==> src/rtl/audio_sample_fifo.sv <==
// audio_sample_fifo: first-word-fall-through stereo sample FIFO between an
// audio generator and an HDMI audio packetizer, single clock (clk_pixel).
// Pointers carry one extra wrap bit so full and empty are distinguishable.
// Optional feature macro: AUDIO_FIFO_STATS_EN enables the saturating
// overflow/underflow event counters; otherwise both outputs read as zero.
module audio_sample_fifo #(
  parameter int BIT_WIDTH = 16,
  parameter int DEPTH     = 8
) (
  input  logic                          clk_pixel,
  input  logic                          reset,
  input  logic                          in_valid,
  input  logic signed [BIT_WIDTH-1:0]   in_left,
  input  logic signed [BIT_WIDTH-1:0]   in_right,
  output logic                          out_valid,
  input  logic                          out_ready,
  output logic signed [BIT_WIDTH-1:0]   out_left,
  output logic signed [BIT_WIDTH-1:0]   out_right,
  output logic [$clog2(DEPTH):0]        fill_level,
  output logic [7:0]                    overflow_count,
  output logic [7:0]                    underflow_count
);

  localparam int AW = $clog2(DEPTH);

  logic [AW:0]            wr_ptr;
  logic [AW:0]            rd_ptr;
  logic [2*BIT_WIDTH-1:0] mem [DEPTH];
  logic [2*BIT_WIDTH-1:0] head;
  logic                   empty;
  logic                   full;
  logic                   rd_en;
  logic                   wr_en;

  // Status, handshake decode and head presentation, all from registered state
  always_comb begin
    empty      = (wr_ptr == rd_ptr);
    full       = (wr_ptr[AW] != rd_ptr[AW]) &&
                 (wr_ptr[AW-1:0] == rd_ptr[AW-1:0]);
    fill_level = wr_ptr - rd_ptr;
    out_valid  = !empty;
    rd_en      = !empty && out_ready;
    // A full FIFO still accepts a sample when the head leaves in the same cycle
    wr_en      = in_valid && (!full || rd_en);
    head       = mem[rd_ptr[AW-1:0]];
    out_left   = '0;
    out_right  = '0;
    if (out_valid) begin
      out_left  = head[2*BIT_WIDTH-1:BIT_WIDTH];
      out_right = head[BIT_WIDTH-1:0];
    end
  end

  // Pointer registers; reset empties the FIFO immediately
  always_ff @(posedge clk_pixel or posedge reset) begin
    if (reset) begin
      wr_ptr <= '0;
      rd_ptr <= '0;
    end else begin
      if (wr_en) wr_ptr <= wr_ptr + 1'b1;
      if (rd_en) rd_ptr <= rd_ptr + 1'b1;
    end
  end

  // Sample storage, left and right packed together; contents survive reset
  always_ff @(posedge clk_pixel) begin
    if (wr_en && !reset) mem[wr_ptr[AW-1:0]] <= {in_left, in_right};
  end

`ifdef AUDIO_FIFO_STATS_EN
  logic drop;
  logic underflow;

  // Event decode: sample dropped at full, or read attempted while empty
  always_comb begin
    drop      = in_valid && full && !rd_en;
    underflow = out_ready && empty;
  end

  // Saturating event counters
  always_ff @(posedge clk_pixel or posedge reset) begin
    if (reset) begin
      overflow_count  <= '0;
      underflow_count <= '0;
    end else begin
      if (drop && overflow_count != '1)       overflow_count  <= overflow_count + 1'b1;
      if (underflow && underflow_count != '1) underflow_count <= underflow_count + 1'b1;
    end
  end
`else
  assign overflow_count  = '0;
  assign underflow_count = '0;
`endif

endmodule

==> config.mk <==
export PLATFORM = sky130hd
export DESIGN_NAME = audio_sample_fifo
export DESIGN_NICKNAME = d
export VERILOG_FILES = /design/src/rtl/audio_sample_fifo.sv
export SDC_FILE = /design/constraint.sdc
export NUM_CORES = 1
export LEC_CHECK = 0
export BUFFER_PORTS_ARGS = -buffer_cell sky130_fd_sc_hd__buf_4
export CORE_UTILIZATION = 55
export CTS_CLUSTER_SIZE = 20
export DETAILED_ROUTE_END_ITERATION = 10
export PLACE_DENSITY_LB_ADDON = 0.1
export SLEW_MARGIN = 40
export SYNTH_ARGS = -nofsm -noshare
export SYNTH_HDL_FRONTEND = slang
export SYNTH_SLANG_ARGS = --single-unit
==> constraint.sdc <==
create_clock -name clk_pixel -period 11.1 [get_ports clk_pixel]
set_input_delay 2.775 -clock clk_pixel [delete_from_list [all_inputs] [get_ports clk_pixel]]
set_output_delay 2.775 -clock clk_pixel [all_outputs]
set_load 0.1 [all_outputs]
# Word level (Yosys, flattened, before mapping)
# Memories as Yosys holds them, arrays and structs flattened.
# Cells that the tools add are included.
word_totals:
  ramBits: 256
  out_inout_bits: 53
  mem_count: 1
  register_bits: 8
classes:
  mux: 4
  eq_ne: 3
  reduce_logical: 8
  add_sub_neg: 3
mem_list:
  columns: ["memory", "depth", "word_bits", "rd", "rd_ports_with_merged_regs", "wr", "line_no", "source"]
  rows:
  - ["mem", 8, 32, 1, 0, 1, "28", "logic [2*BIT_WIDTH-1:0] mem [DEPTH];"]
op_table:
  columns: ["cell", "n"]
  rows:
  - ["16-bit 2-to-1 mux", 2]
  - ["4-bit by 1-bit adder with 4-bit output, second input constant", 2]
  - ["4-bit == test", 1]
  - ["1-bit logical AND", 4]
  - ["4-bit subtractor", 1]
  - ["3-bit == test", 1]
  - ["1-bit logical NOT", 3]
  - ["1-bit 2-to-1 mux", 2]
  - ["1-bit logical OR", 1]
  - ["1-bit != test", 1]

# Longest topological paths before layout
depth:
  word_depth: 8
  depth_mapped: 10
  ltp_nobuf: 6

# Worst setup path after synthesis
# Ideal clock, no wire load.
synth_path:
  path_type: "input -> register"
  from: "input port reset"
  to: "memory mem[2][0] (netlist name) (enable)"
  path_slack_ns: 5.209
  t_required_ns: 10.639
  setup_ns: 0.461
  stages: 3
  arrival_ns: 5.430
  n_path_buf: 0
  path_cell_list: "inv_1 -> nand4_1 -> nor3_1"
synth_between:
  elab_chain_cells: 4
synth_rtl:
  columns: ["item", "line_no", "source"]
  rows:
  - ["start, declared", "11", "input logic reset,"]
  - ["1-bit logical NOT", "67", "if (wr_en && !reset) mem[wr_ptr[AW-1:0]] <= {in_left, in_right};"]
  - ["1-bit logical AND", "67", null]
  - ["1-bit 2-to-1 mux", "67", null]
  - ["1-bit 2-to-1 mux (implied by the code)", "67", null]
  - ["end, declared", "28", null]
# No other way between the ends.

# Worst setup path in the final report
layout_path:
  from: "register rd_ptr[0]"
  to: "output port out_right[7]"
layout_between:
  elab_chain_cells: 2
  word_cells_on_any_way: 3
  classes_between: "1 x eq/ne; 1 x mux; 1 x memory"
layout_rtl:
  columns: ["item", "line_no", "source"]
  rows:
  - ["start, declared", "27", "logic [AW:0] rd_ptr;"]
  - ["start signal, assigned", "61", "if (rd_en) rd_ptr <= rd_ptr + 1'b1;"]
  - ["memory 8 x 32 bit / 4-bit == test (equally long branches)", null, null]
  - ["16-bit 2-to-1 mux *", "48", "if (out_valid) begin"]
  - ["end, declared", "18", "output logic signed [BIT_WIDTH-1:0] out_right,"]
# Every way passes the cells marked *; elsewhere a longest branch is shown, timed or not.

==> metrics.md <==
| Metric | Value |
|---|---|
| Sink Count | 264 |
| IO Pins | 89 |
| Total congestion overflow | 0 |
| Critical path required time | 8.33 ns |
| Post-CTS sizing | 0 |
| Total core area | 18150 sq um |
| Share of cells above drive strength 1 | 34.88% |
| Most frequent cells in the layout | edfxtp_1 (256), buf_4 (82), mux4_2 (61) |
| Die Wd | 138.9 um |
| Post-layout util | 65.31% |
| Number of remaining DRC errors | 1 |
| IO Port Bufs | 72 |
| CTS Buf Count | 27 |
| DRT iter0 DRCs | 274 |
| EDFF count, synth | 256 |
| Multi-input gate area | 2201 sq um |
| Syn Inst Count | 453 |
| H-tree levels | 1 |
| Vias/cell | 5.892 |
| DRT Pass-1 Iters | 11 |
| Critical Path AT | 3.20 ns |
| Synthesized area | 10310 sq um |
| Antenna violations before repair | 0 |
| Synth unique cells | 33 |
| CTS clk-pin slew, worst paths | 0.06 ns |
| Min Hold Slack | 0.5274 ns |
| N_diodes | 0 |
| RSZ-0062 raised after global routing | false |
| Vias in the first global route | 4975 |
| Initial Utilization | 56.81% |
| Asr flop ratio synth | 3.030% |
| Clock root buffer master | clkbuf_16 |
| Max_cap viols | 0 |
| First-pass GRT wire length | 28.35 mm |
| DIE AREA | 19300 sq um |
| Filler Cell Count | 1226 |
| Most common cell after layout, fill and taps aside | edfxtp_1 |
| Top_reg_cell synth | edfxtp_1 |
| Wirelength per Cell | 23.62 um |
| Total number of vias | 4643 |
| Final HPWL DP | 10.38 mm |
| HP Class | reg -> reg |
| Setup Crit Path Kind | reg -> out |
| Crit path launch type | flop |
| CP Capture Type | output pin |
| Setup_tns | 0 ns |
| Die H | 138.9 um |
| Fin. Hold Viols | 0 |
| Least-Margin Pin Slew | 0.6868 ns |
| Final antenna-violating net count | 0 |
| Skew final | 0.008620 ns |
| #FFs+latches synth | 264 |
| Row count | 49 |
| Setup slack after layout | 5.130 ns |
| GRT Util Overall | 19.82% |
| Routability cong. | 0.7486 |
| Post-CTS setup buffer count | 0 |
| Fin crit period | 5.970 ns |
| Hold buffer count at CTS | 0 |
| Warnings from Yosys | 0 |
| FF+latch area | 7895 sq um |
| Dpl ws | 5.409 ns |
| Max FO, Critical Path | 35 |
| Outcome | finished with violations |
| Average cell area after synthesis | 22.76 sq um |
| Synth-to-Final Area Change | 14.95% |
| Endpoints failing setup | 0 |
| Failing checks | design-rule violations |
| Worst-skew pair later-pin latency | 0.52 ns |
| WL final | 18.61 mm |
| Longest Clk Path Bufs | 3 |
| Final-stage net count | 585 |
| Part of the cycle the worst path needs | 53.79% |
| Pin count of the biggest net entering global routing | 36 |
| Post-synthesis sequential area ratio | 76.50% |
| Maximum clock rate | 167.5 MHz |
| Pins over their slew limit | 0 |
| Rel. slew slack | 54.21% |
| CTS tree | done |
[stage by stage]
stage,instance area [sq um],std cells
2_1_floorplan,10370,468
3_3_place_gp,11030,741
3_5_place_dp,11070,743
4_1_cts,11850,788
5_1_grt,11850,788
6_report,11850,788
[kinds of logic after synthesis]
kind of cell,share of synthesized area [%]
DFF,76.50
muxes,14.31
buffers and inverters,3.277
AOI/OAI and AO/OA,2.888
and+or+nand+nor,1.262
xor gates and xnor gates,0.9224
adders and majority gates,0.8010
other,0.03637
[worst max-delay path, cell delays in order (launching register included)]
cell and delay, ns:
dfrtp_4 0.87, buf_4 0.69, mux4_2 0.62, a22o_1 0.25, buf_4 0.23
[synthesized netlist by cell type (2+ instances only)]
library cell,instances,area (sq um)
mux4_2,61,1374
inv_1,8,30.03
and2_1,2,12.51
clkbuf_1,2,7.510
dfrtp_1,8,200.2
buf_6,9,101.4
edfxtp_1,256,7687
mux4_1,3,78.83
nand3_1,5,25.02
buf_8,2,30.03
nand4_1,2,12.51
nor2_1,8,30.03
buf_2,6,30.03
a22o_1,32,280.3
buf_4,18,135.1
ha_1,5,62.56
nand2_1,2,7.510
xor2_1,2,17.52
xnor2_1,7,61.31
nor3_1,2,10.01
[metal layers]
layer / vias to the layer above / global-route usage (%) / routed length (um)
met3: 32 / 3.280 / 821
met1: 2435 / 25.76 / 7801
met2: 125 / 34.77 / 9537
met5: - / 0 / 0
li1: 2051 / - / -
met4: 0 / 5.731 / 452
[path summary, 6_finish.rpt]
check,startpoint,to,slack [ns],cells after the start
min reg2reg,rd_ptr[2],rd_ptr[2],0.53,1
max in group asynchronous,reset,rd_ptr[1],8.56,2
max,rd_ptr[0],out_right[7],5.13,4
min,rd_ptr[2],rd_ptr[2],0.53,1
min in group asynchronous,reset,rd_ptr[2],2.24,2
max reg2reg,rd_ptr[0],mem[0][17],7.72,6
[flip-flops by register name (all words and copies together) (netlist names)]
signal / count
wr_ptr: 4
mem: 256
rd_ptr: 4
[final cells by class]
| cell class | count | share of cell area, % |
|---|---|---|
| sequential | 264 | 66.62 |
| multi-input combinational | 158 | 18.57 |
| clock buffer | 34 | 5.923 |
| timing repair buffer | 84 | 5.595 |
| tap | 229 | 2.418 |
| clock inverter | 11 | 0.6229 |
| inverter | 8 | 0.2534 |
Power is not shown: default switching activity piles up to over one toggle a cycle in this logic, so the estimate is an artifact.
